[config.mk]
export PLATFORM = sky130hd
export DESIGN_NAME = fm_mod_flat
export DESIGN_NICKNAME = d
export VERILOG_FILES = /design/src/rtl/fm_mod_pkg.sv /design/src/rtl/fm_mod_if.sv /design/src/rtl/fm_mod_cordic_rot.sv /design/src/rtl/fm_mod.sv /design/src/flat_wrapper.sv
export SDC_FILE = /design/constraint.sdc
export NUM_CORES = 1
export LEC_CHECK = 0
export CAP_MARGIN = 20
export CELL_PAD_IN_SITES_DETAIL_PLACEMENT = 2
export CELL_PAD_IN_SITES_GLOBAL_PLACEMENT = 2
export CORE_MARGIN = 10
export CORE_UTILIZATION = 38
export DETAILED_ROUTE_END_ITERATION = 10
export GPL_TIMING_DRIVEN = 0
export PLACE_DENSITY_LB_ADDON = 0.1
export SLEW_MARGIN = 20
export SYNTH_ARGS = -nofsm -noshare
export SYNTH_HDL_FRONTEND = slang
export SYNTH_HIERARCHICAL = 1
export SYNTH_SLANG_ARGS = --single-unit
[constraint.sdc]
create_clock -name clock -period 6.3 [get_ports clock]
set_input_delay 1.26 -clock clock [delete_from_list [all_inputs] [get_ports clock]]
set_output_delay 1.26 -clock clock [all_outputs]
set_load 0.05 [all_outputs]
[src/rtl/fm_mod_pkg.sv]
// Shared types, constants and helpers for the baseband FM modulator.
//   - Default geometry (data width, fraction bits, phase width, CORDIC iterations).
//   - Fixed-point quantize/dequantize helpers.
//   - Controller state enum.
//   - CORDIC arctangent table in phase units (2^16 == one full turn).
package fm_mod_pkg;

  localparam int unsigned DATA_WIDTH = 32;
  localparam int unsigned BITS       = 10;
  localparam int unsigned PHASE_W    = 16;
  localparam int unsigned ITERS      = 12;
  localparam int unsigned QUANT_VAL  = 1 << BITS;

  // 0.60725 * 1024: pre-compensates the CORDIC gain so unit amplitude lands on 1024.
  localparam int CORDIC_K0 = 622;

  typedef enum logic [1:0] {IDLE, LOAD, ROT, WRITE} state_t;

  function automatic logic signed [63:0] quantize(input logic signed [63:0] v,
                                                  input int unsigned frac);
    return v <<< frac;
  endfunction

  // Arithmetic shift right that rounds toward zero rather than toward -inf.
  function automatic logic signed [63:0] dequantize(input logic signed [63:0] v,
                                                    input int unsigned frac);
    logic signed [63:0] bias;
    bias = v[63] ? ((64'sd1 <<< frac) - 64'sd1) : 64'sd0;
    return (v + bias) >>> frac;
  endfunction

  // round(atan(2^-i) * 2^16 / (2*pi)); valid for 16-bit phase.
  function automatic logic [15:0] atan_lut(input logic [3:0] i);
    logic [15:0] a;
    unique case (i)
      4'd0:    a = 16'h2000;
      4'd1:    a = 16'h12E4;
      4'd2:    a = 16'h09FB;
      4'd3:    a = 16'h0511;
      4'd4:    a = 16'h028B;
      4'd5:    a = 16'h0146;
      4'd6:    a = 16'h00A3;
      4'd7:    a = 16'h0051;
      4'd8:    a = 16'h0029;
      4'd9:    a = 16'h0014;
      4'd10:   a = 16'h000A;
      4'd11:   a = 16'h0005;
      4'd12:   a = 16'h0003;
      4'd13:   a = 16'h0001;
      4'd14:   a = 16'h0001;
      default: a = 16'h0000;
    endcase
    return a;
  endfunction

endpackage

[src/rtl/fm_mod_if.sv]
// FIFO-side signal bundle of the FM modulator.
//   in_dout/in_empty/in_rd_en : input audio FIFO (first-word-fall-through)
//   I_din/I_full/I_wr_en      : in-phase output FIFO
//   Q_din/Q_full/Q_wr_en      : quadrature output FIFO
// master: the modulator side. slave: the FIFO side.
interface fm_mod_if #(
  parameter int unsigned DATA_WIDTH = fm_mod_pkg::DATA_WIDTH
);

  logic [DATA_WIDTH-1:0] in_dout;
  logic                  in_empty;
  logic                  in_rd_en;
  logic [DATA_WIDTH-1:0] I_din;
  logic                  I_full;
  logic                  I_wr_en;
  logic [DATA_WIDTH-1:0] Q_din;
  logic                  Q_full;
  logic                  Q_wr_en;

  modport master (
    input  in_dout, in_empty, I_full, Q_full,
    output in_rd_en, I_din, I_wr_en, Q_din, Q_wr_en
  );

  modport slave (
    output in_dout, in_empty, I_full, Q_full,
    input  in_rd_en, I_din, I_wr_en, Q_din, Q_wr_en
  );

endinterface

[src/rtl/fm_mod_cordic_rot.sv]
// Iterative rotation-mode CORDIC producing cos/sin of a wrapping phase.
//   clock, reset : clock, async active-high reset
//   start        : one-cycle pulse, captures phase
//   phase        : angle, 2^PHASE_W == one full turn
//   done         : one-cycle pulse ITERS+1 cycles after start
//   cos_out      : signed Q.10 cosine, valid from done until the next start
//   sin_out      : signed Q.10 sine, valid from done until the next start
// The top two phase bits pick the quadrant; the residual (0..90 deg) is rotated
// and the result swapped/negated back. Supports ITERS <= 16.
module fm_mod_cordic_rot #(
  parameter int unsigned PHASE_W = fm_mod_pkg::PHASE_W,
  parameter int unsigned ITERS   = fm_mod_pkg::ITERS,
  parameter int unsigned OUT_W   = fm_mod_pkg::DATA_WIDTH
) (
  input  logic               clock,
  input  logic               reset,
  input  logic               start,
  input  logic [PHASE_W-1:0] phase,
  output logic               done,
  output logic [OUT_W-1:0]   cos_out,
  output logic [OUT_W-1:0]   sin_out
);
  import fm_mod_pkg::*;

  // Extra fraction bits keep per-iteration shift truncation well under an output LSB.
  localparam int unsigned GUARD = 4;
  localparam int unsigned CW    = 20;
  localparam logic signed [CW-1:0] RND = CW'(1 << (GUARD - 1));

  logic signed [CW-1:0]      x_q, y_q;
  logic signed [PHASE_W-1:0] z_q;
  logic [1:0]                quad_q;
  logic [3:0]                cnt_q;
  logic                      busy_q, done_q;

  logic signed [CW-1:0]      x_sh, y_sh, x_rnd, y_rnd;
  logic signed [PHASE_W-1:0] atan;
  logic signed [OUT_W-1:0]   x_ext, y_ext;

  always_comb begin
    x_sh  = x_q >>> cnt_q;
    y_sh  = y_q >>> cnt_q;
    atan  = PHASE_W'(atan_lut(cnt_q));
    x_rnd = (x_q + RND) >>> GUARD;
    y_rnd = (y_q + RND) >>> GUARD;
    x_ext = {{(OUT_W - CW){x_rnd[CW-1]}}, x_rnd};
    y_ext = {{(OUT_W - CW){y_rnd[CW-1]}}, y_rnd};
  end

  // Undo the quadrant fold: rotating by +90 deg maps (c, s) -> (-s, c).
  always_comb begin
    cos_out = x_ext;
    sin_out = y_ext;
    unique case (quad_q)
      2'd0: begin cos_out = x_ext;  sin_out = y_ext;  end
      2'd1: begin cos_out = -y_ext; sin_out = x_ext;  end
      2'd2: begin cos_out = -x_ext; sin_out = -y_ext; end
      2'd3: begin cos_out = y_ext;  sin_out = -x_ext; end
    endcase
  end

  assign done = done_q;

  always_ff @(posedge clock or posedge reset) begin
    if (reset) begin
      x_q    <= '0;
      y_q    <= '0;
      z_q    <= '0;
      quad_q <= '0;
      cnt_q  <= '0;
      busy_q <= 1'b0;
      done_q <= 1'b0;
    end else begin
      done_q <= 1'b0;
      if (start) begin
        x_q    <= CW'(CORDIC_K0 << GUARD);
        y_q    <= '0;
        z_q    <= {2'b00, phase[PHASE_W-3:0]};
        quad_q <= phase[PHASE_W-1 -: 2];
        cnt_q  <= '0;
        busy_q <= 1'b1;
      end else if (busy_q) begin
        if (!z_q[PHASE_W-1]) begin
          x_q <= x_q - y_sh;
          y_q <= y_q + x_sh;
          z_q <= z_q - atan;
        end else begin
          x_q <= x_q + y_sh;
          y_q <= y_q - x_sh;
          z_q <= z_q + atan;
        end
        cnt_q <= cnt_q + 4'd1;
        if (cnt_q == 4'(ITERS - 1)) begin
          busy_q <= 1'b0;
          done_q <= 1'b1;
        end
      end
    end
  end

endmodule

[src/rtl/fm_mod.sv]
// Baseband FM modulator.
//   clock : system clock, rising edge
//   reset : asynchronous, active-high
//   bus   : fm_mod_if master -- pops signed audio from the input FIFO, pushes
//           signed Q.BITS I/Q pairs to the two output FIFOs.
// Each sample is scaled by GAIN into a phase increment, accumulated into a
// wrapping phase register, and the CORDIC's cos/sin of the new phase is written
// to I/Q. One sample every ITERS+4 cycles when the outputs are not full.
module fm_mod #(
  parameter int unsigned DATA_WIDTH = fm_mod_pkg::DATA_WIDTH,
  parameter int unsigned BITS       = fm_mod_pkg::BITS,
  parameter int unsigned PHASE_W    = fm_mod_pkg::PHASE_W,
  parameter int unsigned ITERS      = fm_mod_pkg::ITERS,
  parameter logic [31:0] GAIN       = 32'h400
) (
  input logic      clock,
  input logic      reset,
  fm_mod_if.master bus
);
  import fm_mod_pkg::*;

  state_t                state_q;
  logic [PHASE_W-1:0]    phase_q;
  logic                  rd_en_q;
  logic                  wr_en_q;
  logic [DATA_WIDTH-1:0] i_q, q_q;

  logic signed [63:0]    audio_ext, gain_ext, product, inc;
  logic [PHASE_W-1:0]    phase_next;

  logic                  cordic_start, cordic_done;
  logic [DATA_WIDTH-1:0] cordic_cos, cordic_sin;

  always_comb begin
    audio_ext  = {{(64 - DATA_WIDTH){bus.in_dout[DATA_WIDTH-1]}}, bus.in_dout};
    gain_ext   = {{32{GAIN[31]}}, GAIN};
    product    = audio_ext * gain_ext;
    inc        = dequantize(product, BITS);
    // Only the low PHASE_W bits matter: the accumulator wraps modulo one turn.
    phase_next = PHASE_W'(inc + 64'(phase_q));
  end

  assign cordic_start = (state_q == LOAD);

  fm_mod_cordic_rot #(
    .PHASE_W (PHASE_W),
    .ITERS   (ITERS),
    .OUT_W   (DATA_WIDTH)
  ) u_cordic (
    .clock   (clock),
    .reset   (reset),
    .start   (cordic_start),
    .phase   (phase_q),
    .done    (cordic_done),
    .cos_out (cordic_cos),
    .sin_out (cordic_sin)
  );

  always_ff @(posedge clock or posedge reset) begin
    if (reset) begin
      state_q <= IDLE;
      phase_q <= '0;
      rd_en_q <= 1'b0;
      wr_en_q <= 1'b0;
      i_q     <= '0;
      q_q     <= '0;
    end else begin
      rd_en_q <= 1'b0;
      wr_en_q <= 1'b0;
      unique case (state_q)
        IDLE: begin
          // FWFT input: in_dout is already the head word, so the pop and the
          // phase update share this edge.
          if (!bus.in_empty) begin
            rd_en_q <= 1'b1;
            phase_q <= phase_next;
            state_q <= LOAD;
          end
        end
        LOAD: state_q <= ROT;
        ROT: begin
          if (cordic_done) begin
            i_q     <= cordic_cos;
            q_q     <= cordic_sin;
            state_q <= WRITE;
          end
        end
        WRITE: begin
          // Single push strobe keeps I and Q in lockstep.
          if (!bus.I_full && !bus.Q_full) begin
            wr_en_q <= 1'b1;
            state_q <= IDLE;
          end
        end
      endcase
    end
  end

  assign bus.in_rd_en = rd_en_q;
  assign bus.I_wr_en  = wr_en_q;
  assign bus.Q_wr_en  = wr_en_q;
  assign bus.I_din    = i_q;
  assign bus.Q_din    = q_q;

endmodule

[src/flat_wrapper.sv]
// flat-port wrapper written by rule: the top's interface ports become plain ports
module fm_mod_flat import fm_mod_pkg::*;
#(
  parameter int unsigned DATA_WIDTH = fm_mod_pkg::DATA_WIDTH,
  parameter int unsigned BITS       = fm_mod_pkg::BITS,
  parameter int unsigned PHASE_W    = fm_mod_pkg::PHASE_W,
  parameter int unsigned ITERS      = fm_mod_pkg::ITERS,
  parameter logic [31:0] GAIN       = 32'h400
)
  (clock, reset, bus_in_dout, bus_in_empty, bus_I_full, bus_Q_full, bus_in_rd_en, bus_I_din, bus_I_wr_en, bus_Q_din, bus_Q_wr_en);
  fm_mod_if #(.DATA_WIDTH(DATA_WIDTH)) bus_i ();
  input logic clock;
  input logic reset;
  input wire logic [$bits(bus_i.in_dout)-1:0] bus_in_dout;
  input wire logic [$bits(bus_i.in_empty)-1:0] bus_in_empty;
  input wire logic [$bits(bus_i.I_full)-1:0] bus_I_full;
  input wire logic [$bits(bus_i.Q_full)-1:0] bus_Q_full;
  output wire logic [$bits(bus_i.in_rd_en)-1:0] bus_in_rd_en;
  output wire logic [$bits(bus_i.I_din)-1:0] bus_I_din;
  output wire logic [$bits(bus_i.I_wr_en)-1:0] bus_I_wr_en;
  output wire logic [$bits(bus_i.Q_din)-1:0] bus_Q_din;
  output wire logic [$bits(bus_i.Q_wr_en)-1:0] bus_Q_wr_en;
  assign bus_i.in_dout = bus_in_dout;
  assign bus_i.in_empty = bus_in_empty;
  assign bus_i.I_full = bus_I_full;
  assign bus_i.Q_full = bus_Q_full;
  assign bus_in_rd_en = bus_i.in_rd_en;
  assign bus_I_din = bus_i.I_din;
  assign bus_I_wr_en = bus_i.I_wr_en;
  assign bus_Q_din = bus_i.Q_din;
  assign bus_Q_wr_en = bus_i.Q_wr_en;
  fm_mod #(.DATA_WIDTH(DATA_WIDTH), .BITS(BITS), .PHASE_W(PHASE_W), .ITERS(ITERS), .GAIN(GAIN)) u_core (.clock(clock), .reset(reset), .bus(bus_i));
endmodule
==> summary.md, run 1 <==
| Metric | Value |
|---|---|
| Die width | 220.1 um |
| TritonCTS buffer count | 17 |
| Share of the synthesized area in the top cell type | 0.2434 |
| Initial antenna violation count | 0 |
| Global-route track usage on met3 | 0.04566 |
| Status | completed |
| Vias | 14550 |
| DP Worst Slack | 37.21 ps |
| Post-Synth Adder-Cell Area | 0.08091 |
| Cells along the critical path | buf_6 -> buf_12 -> mux4_2 -> mux2_2 -> mux2i_1 -> ha_1 -> nand2_1 -> nor3b_1 -> a21oi_1 -> xor2_1 -> ha_1 -> nand3_1 -> a211oi_1 -> nor4b_1 -> o21ai_0 -> and4_1 -> or3_1 -> mux2i_1 -> mux2_1 |
| Slew headroom | 0.2241 |
| Setup bufs post-CTS | 0 |
| Die ar. | 48450 um^2 |
| Vias in the first global route | 15780 |
| Max Clock Skew | 12.74 ps |
| Antenna-violating nets left | 0 |
| Post-synthesis cell area | 15220 um^2 |
| Synth area leaders | dfrtp_1 24%, ha_1 7.6%, mux2_2 6.4% |
| Number of enable flip-flop cells after synthesis | 0 |
| XOR/XNOR share of the synthesized area | 0.07408 |
| Startpoint Class | flop |
| Clock Tree Buf Depth | 2 |
| Top-Level Pins | 104 |
| Worst EP required | 6670 ps |
| Compound-Gate Fraction of Synth Area | 0.1801 |
| Core Area | 39640 um^2 |
| Pin count of the biggest net entering global routing | 48 |
| Pins Over Slew Limit | 0 |
| Clk Latency, worst-skew pair | 500 ps |
| Sequential cell area | 3704 um^2 |
| Min Clock Period, post-route | 6026 ps |
| DP Area | 16810 um^2 |
| Busiest layer in global routing | met2 |
| Post-DP HPWL | 48.49 mm |
| Final setup vio count | 0 |
| Max-cap viol count | 0 |
| Met1 Use GR | 0.3409 |
| PortBufs | 87 |
| Synth Area in Simple Gates | 0.1717 |
| Min-Delay Path Class | flop to flop |
| Most common flop cell mapped by yosys | dfrtp_1 |
| Hold Fails Final Rpt | 0 |
| Tot GR Track Use | 0.2640 |
| Crit share post-route | 0.9565 |
| Layout filler cell count | 4495 |
| Gpl congestion | 0.9392 |
| Critical path's top delay family | simple AND/OR/NAND/NOR gates |
| Met2 usage | 0.4405 |
| Largest family of logic cells by synthesized area | multiplexers |
| Maximum fanout along the worst path | 10 |
| Post-synthesis sequential area ratio | 0.2434 |
| Worst Setup End Kind | flop |
| Path depth of the worst reg2reg path | 19 |
| Worst hold stages | 1 |
| Area leader, netlist | dfrtp_1 |
| 1st-iter DRT viols | 864 |
| CTS tree | done |
| Most frequent cells after synthesis | 167 x nor2_1, 151 x nand2_1, 148 x dfrtp_1, 134 x a21oi_1, 92 x ha_1 |
| Via-to-Cell Ratio | 6.116 |
| Critical path data arrival time | 6390 ps |
| Root Buffer | clkbuf_16 |
| Mux contribution to synthesized area | 0.1935 |
| CTS sink count | 148 |
| Remaining Overflow, GRT | 0 |
| Multi-input logic area | 10670 um^2 |
| Worst setup margin | 274.0 ps |
| Die Height | 220.1 um |
| Setup TNS | 0 ps |
| Fin area | 17400 um^2 |
| Fmax | 0.1659 GHz |
| Levels on crit path | 19 |
| Clk slew on worst S/H paths | 70 ps |
| First-pass GRT wire length | 97.75 mm |
| Std-Cell Rows | 73 |
| Yosys warning count | 6 |
| Number of remaining DRC errors | 0 |
| Layout cells sized above 1 | 0.1262 |
| Final net count | 1975 |
| Number of diodes | 0 |
| CP max stage delay | 650 ps |
| CTS H-tree lvls | 4 |
| Mapped Cells | 1734 |
| Most numerous cell in the Yosys netlist | nor2_1 |
| Number of synthesized register bits | 148 |
| Critical path class | flop to flop |
| Syn_nets | 1867 |
| Crit-path slowest cell | nor4b_1 |
| Slew @ Worst Pin | 1164 ps |
| Async S/R FF share, synth | 1.000 |
| Yosys cell types | 99 |
| First drt pass iteration count | 5 |
| WP buf/inv | 2 |
| Initial Utilization | 0.3839 |
| RSZ-0062 raised after global routing | false |
| Hold Buf Count CTS | 0 |
| Wirelength per Cell | 26.57 um |
| Detailed-route wire length | 63.20 mm |
| Avg Inst Size Synth | 8.776 um^2 |
| Area grow syn2layout | 14.32% |
-- per-stage QoR --
stage | utilization | instances | hold slack [ps]
final | 0.4389 | 2379 | 469.7
after global routing | 0.4389 | 2379 | 507.0
after CTS | 0.4384 | 2379 | 473.4
after detailed placement | 0.4240 | 2348 | 464.6
after global placement | 0.4224 | 2346 | 458.2
after floorplan | - | 1734 | 441.1
-- layer usage --
layer  vias to the layer above  wire [um]  share of wire
met3                        86       2872          0.045
met4                         0       1732          0.027
met5                         -          0              0
li1                       6552          -              -
met2                       362      30610           0.48
met1                      7550      27990           0.44
-- path summary, 6_finish.rpt --
kind / startpoint / endpoint / slack [ps]
min in group asynchronous: reset / u_core/u_cordic/done$_DFF_PP0_ / 1200
hold / removal: u_core/phase_q[15]$_DFFE_PP0P_ / u_core/phase_q[15]$_DFFE_PP0P_ / 470
setup reg to reg: u_core/u_cordic/cnt_q[0]$_DFFE_PP0P_ / u_core/u_cordic/x_q[19]$_DFFE_PP0P_ / 270
max in group asynchronous: reset / u_core/bus.Q_din[5]$_DFFE_PP0P_ / 4400
hold reg to reg: u_core/phase_q[15]$_DFFE_PP0P_ / u_core/phase_q[15]$_DFFE_PP0P_ / 470
setup / recovery: u_core/u_cordic/cnt_q[0]$_DFFE_PP0P_ / u_core/u_cordic/x_q[19]$_DFFE_PP0P_ / 270
-- cell type report --
type                       instances  area share
tap                              525     0.03776
timing repair buffer              89     0.05322
buffer                           123     0.03531
multi-input combinational       1397      0.6136
inverter                          66     0.01453
clock inverter                    14    0.008271
clock buffer                      17     0.02445
sequential                       148      0.2129
-- logic make-up after synthesis --
logic type | count (synthesis)
AND/OR/NAND/NOR | 548
AO/OA/AOI/OAI | 421
multiplexers | 205
buffers and inverters | 189
flip-flops | 148
XOR/XNOR | 127
adder cells (fa/ha/maj) | 96
-- layout by cell type (no fill, tap or decap), drive strengths merged, types with 8 or more instances in the layout --
cell type	Yosys	routed
nand2	152	152
xor2	46	46
dfrtp	148	148
nor2b	20	20
o21ai	80	80
nor2	167	167
or2	8	8
clkdlybuf4s50	0	87
and2	18	18
mux2i	59	59
ha	92	92
and3	21	21
or3	12	12
o21bai	10	10
clkbuf	77	94
xnor2	80	80
nand3	38	38
clkinv	4	11
o221ai	9	9
a21o	20	20
nand2b	11	11
o31ai	10	10
nor4	12	12
inv	62	68
mux4	57	57
nand4	15	15
a211oi	28	28
o21a	10	10
buf	45	47
a31oi	39	39
mux2	89	89
o211ai	12	12
nor3	50	50
a21oi	137	137
-- registers in the layout, indices dropped and copies added (netlist names), 2 cells and up --
name	flops
u_core/u_cordic/quad_q	2
u_core/bus.Q_din	32
u_core/u_cordic/cnt_q	4
u_core/u_cordic/z_q	16
u_core/phase_q	16
u_core/state_q	2
u_core/u_cordic/y_q	20
u_core/u_cordic/x_q	20
u_core/bus.I_din	32
-- timing repair --
item                       4_1_cts  5_1_grt
setup endpoints to repair        1        7
pin swaps                        0        0
resized for setup                1        5
Power of run 1 is not shown: default switching activity piles up to over one toggle a cycle in this logic, so the estimate is an artifact.
==> run 2: changes to the inputs <==
--- a/config.mk
+++ b/config.mk
@@ -8,10 +8,12 @@
 export CAP_MARGIN = 20
 export CELL_PAD_IN_SITES_DETAIL_PLACEMENT = 2
 export CELL_PAD_IN_SITES_GLOBAL_PLACEMENT = 2
+export CORE_ASPECT_RATIO = 0.5
 export CORE_MARGIN = 10
 export CORE_UTILIZATION = 38
 export DETAILED_ROUTE_END_ITERATION = 10
 export GPL_TIMING_DRIVEN = 0
+export MAX_ROUTING_LAYER = met4
 export PLACE_DENSITY_LB_ADDON = 0.1
 export SLEW_MARGIN = 20
 export SYNTH_ARGS = -nofsm -noshare
==> run 2 against run 1 <==
Global-route usage is 0.13 points higher; cell area is 0.38% higher; critical endpoint unchanged; flip-flop and latch count stayed put; wire length is 0.27% higher; fmax is 0.11% higher; hold slack better by 36 ps; highest routed layer unchanged; critical path type unchanged.
==> summary.md, run 2 (synthesized netlist as in run 1, its figures left out) <==
| Metric | Value |
|---|---|
| RSZ-0062 raised after global routing | false (unchanged) |
| Min Clock Period, post-route | 6019 ps (was 6026 ps) |
| Resized cells post-CTS | 0 (was 1) |
| Clk slew on worst S/H paths | 70 ps (about the same) |
| Number of remaining DRC errors | 0 (unchanged) |
| Wirelength per Cell | 26.56 um (was 26.57 um) |
| Initial antenna violation count | 0 (unchanged) |
| WP buf/inv | 4 (was 2) |
| TritonCTS buffer count | 17 (unchanged) |
| Final net count | 1975 (unchanged) |
| Die Height | 161.5 um (was 220.1 um) |
| Max Clock Skew | 15.27 ps (was 12.74 ps) |
| Post-DP HPWL | 49.51 mm (was 48.49 mm) |
| Status | completed (unchanged) |
| Root Buffer | clkbuf_16 (unchanged) |
| Fin area | 17460 um^2 (was 17400 um^2) |
| Hold Fails Final Rpt | 0 (unchanged) |
| CTS tree | done (unchanged) |
| Clock Tree Buf Depth | 2 (unchanged) |
| Vias in the first global route | 16060 (was 15780) |
| Pin count of the biggest net entering global routing | 61 (was 48) |
| Worst setup margin | 280.6 ps (was 274.0 ps) |
| 1st-iter DRT viols | 946 (was 864) |
| First drt pass iteration count | 5 (unchanged) |
| Fmax | 0.1661 GHz (was 0.1659 GHz) |
| Vias | 14540 (was 14550) |
| Worst Setup End Kind | flop (unchanged) |
| Layout cells sized above 1 | 0.1267 (was 0.1262) |
| Worst EP required | 6650 ps (was 6670 ps) |
| Layout filler cell count | 4323 (was 4495) |
| First-pass GRT wire length | 98.64 mm (was 97.75 mm) |
| Cell mode on critical path | o21ai_0 |
| Detailed-route wire length | 63.37 mm (was 63.20 mm) |
| Crit-path slowest cell | clkbuf_1 (was nor4b_1) |
| Commonest non-fill, non-tap cell in the layout | nor2_1 (unchanged) |
| Gpl congestion | 0.9980 (was 0.9392) |
| Via-to-Cell Ratio | 6.095 (was 6.116) |
| Final setup vio count | 0 (unchanged) |
| Cells along the critical path | buf_2 -> buf_1 -> clkbuf_1 -> clkbuf_2 -> nand2_1 -> o21ai_0 -> a31oi_1 -> xor2_1 -> ha_1 -> or2_2 -> a21oi_1 -> a211oi_1 -> nor4b_1 -> o21ai_0 -> and4_1 -> or3_1 -> mux2i_1 -> mux2_1 (was buf_6 -> buf_12 -> mux4_2 -> mux2_2 -> mux2i_1 -> ha_1 -> nand2_1 -> nor3b_1 -> a21oi_1 -> xor2_1 -> ha_1 -> nand3_1 -> a211oi_1 -> nor4b_1 -> o21ai_0 -> and4_1 -> or3_1 -> mux2i_1 -> mux2_1) |
| Tot GR Track Use | 0.2653 (was 0.2640) |
| Crit share post-route | 0.9555 (was 0.9565) |
| Critical path's top delay family | buffers and inverters (was simple AND/OR/NAND/NOR gates) |
| Worst hold stages | 1 (unchanged) |
| Maximum fanout along the worst path | 10 (unchanged) |
| Hold WS | 506.1 ps (was 469.7 ps) |
| Setup TNS | 0 ps (unchanged) |
| Setup bufs post-CTS | 0 (unchanged) |
| Startpoint Class | flop (unchanged) |
| Setup slack, reg-to-reg | 280 ps (was 270 ps) |
| DP Area | 16810 um^2 (about the same) |
| Die width | 303 um (was 220.1 um) |
| Remaining Overflow, GRT | 0 (unchanged) |
| Critical path class | flop to flop (unchanged) |
| Std-Cell Rows | 51 (was 73) |
| PortBufs | 87 (unchanged) |
| Pins Over Slew Limit | 0 (unchanged) |
| Clk Latency, worst-skew pair | 470 ps (was 500 ps) |
| Most frequent cells in the layout | 167 x nor2_1, 151 x nand2_1, 147 x dfrtp_1 (was 167 x nor2_1, 151 x nand2_1, 148 x dfrtp_1) |
| Critical path data arrival time | 6370 ps (was 6390 ps) |
| CP max stage delay | 600 ps (was 650 ps) |
| Path depth of the worst reg2reg path | 18 (was 19) |
| DP Worst Slack | 214.1 ps (was 37.21 ps) |
| Area grow syn2layout | 14.76% (was 14.32%) |
| CTS sink count | 148 (unchanged) |
| Core Area | 39180 um^2 (was 39640 um^2) |
| Max-cap viol count | 0 (unchanged) |
| Slew @ Worst Pin | 1227 ps (was 1164 ps) |
| Min-Delay Path Class | flop to flop (unchanged) |
| CTS H-tree lvls | 4 (unchanged) |
| Levels on crit path | 18 (was 19) |
| Antenna-violating nets left | 0 (unchanged) |
| Slew headroom | 0.1821 (was 0.2241) |
| Top-Level Pins | 104 (unchanged) |
| Hold Buf Count CTS | 0 (unchanged) |
| Initial Utilization | 0.3884 (was 0.3839) |
| Die ar. | 48930 um^2 (was 48450 um^2) |
[run 2: worst reg2reg max path, cell delays in order (launching register included)]
cell and delay, ps:
dfrtp_1 430, buf_2 300, buf_1 560, clkbuf_1 600, clkbuf_2 430, nand2_1 100
o21ai_0 190, a31oi_1 170, xor2_1 220, ha_1 340, or2_2 310, a21oi_1 220
a211oi_1 120, nor4b_1 570, o21ai_0 260, and4_1 270, or3_1 350, mux2i_1 140
mux2_1 330
[run 2: path summary, 6_finish.rpt]
check,startpoint,to
hold reg to reg,u_core/bus.Q_din[0]$_DFFE_PP0P_,u_core/bus.Q_din[0]$_DFFE_PP0P_
setup reg to reg,u_core/u_cordic/cnt_q[2]$_DFFE_PP0P_,u_core/u_cordic/x_q[19]$_DFFE_PP0P_
setup / recovery,u_core/u_cordic/cnt_q[2]$_DFFE_PP0P_,u_core/u_cordic/x_q[19]$_DFFE_PP0P_
min in group asynchronous,reset,u_core/u_cordic/z_q[12]$_DFFE_PP0P_
hold / removal,u_core/bus.Q_din[0]$_DFFE_PP0P_,u_core/bus.Q_din[0]$_DFFE_PP0P_
max in group asynchronous,reset,u_core/bus.Q_din[0]$_DFFE_PP0P_
[run 2: metal layers]
metal / vias to the layer above / track usage / part of all wire
li1: 6567 / - / -
met2: 350 / 0.4443 / 0.48
met1: 7528 / 0.3260 / 0.45
met3: 97 / 0.03696 / 0.044
met4: 0 / 0.08720 / 0.030
met5: - / - / 0
[run 2: layout make-up]
cell class                 count  area (um^2)  share of cell area
sequential                   148         3705              0.2122
clock inverter                15        205.2             0.01175
antenna                        1        2.502           0.0001433
buffer                       123        613.1             0.03511
multi-input combinational   1397        10670              0.6108
clock buffer                  17        425.4             0.02436
inverter                      66        256.5             0.01469
tap                          530        663.1             0.03797
timing repair buffer          89        925.9             0.05302
[run 2: metrics by stage]
| step | cells | utilization |
|---|---|---|
| 3_3_place_gp | 2351 | 0.4275 |
| 4_1_cts | 2385 | 0.4452 |
| 5_1_grt | 2385 | 0.4456 |
| 3_5_place_dp | 2353 | 0.4291 |
| 2_1_floorplan | 1734 | - |
| 6_report | 2386 | 0.4457 |
Power of run 2 is left out for the same reason.
==> run 3: changes to the inputs <==
--- a/config.mk
+++ b/config.mk
@@ -5,7 +5,6 @@
 export SDC_FILE = /design/constraint.sdc
 export NUM_CORES = 1
 export LEC_CHECK = 0
-export CAP_MARGIN = 20
 export CELL_PAD_IN_SITES_DETAIL_PLACEMENT = 2
 export CELL_PAD_IN_SITES_GLOBAL_PLACEMENT = 2
 export CORE_ASPECT_RATIO = 0.5
==> results of run 3 <==
Final layout, timing and power as in run 2 (identical DEF).
Power of run 3 is left out for the same reason.
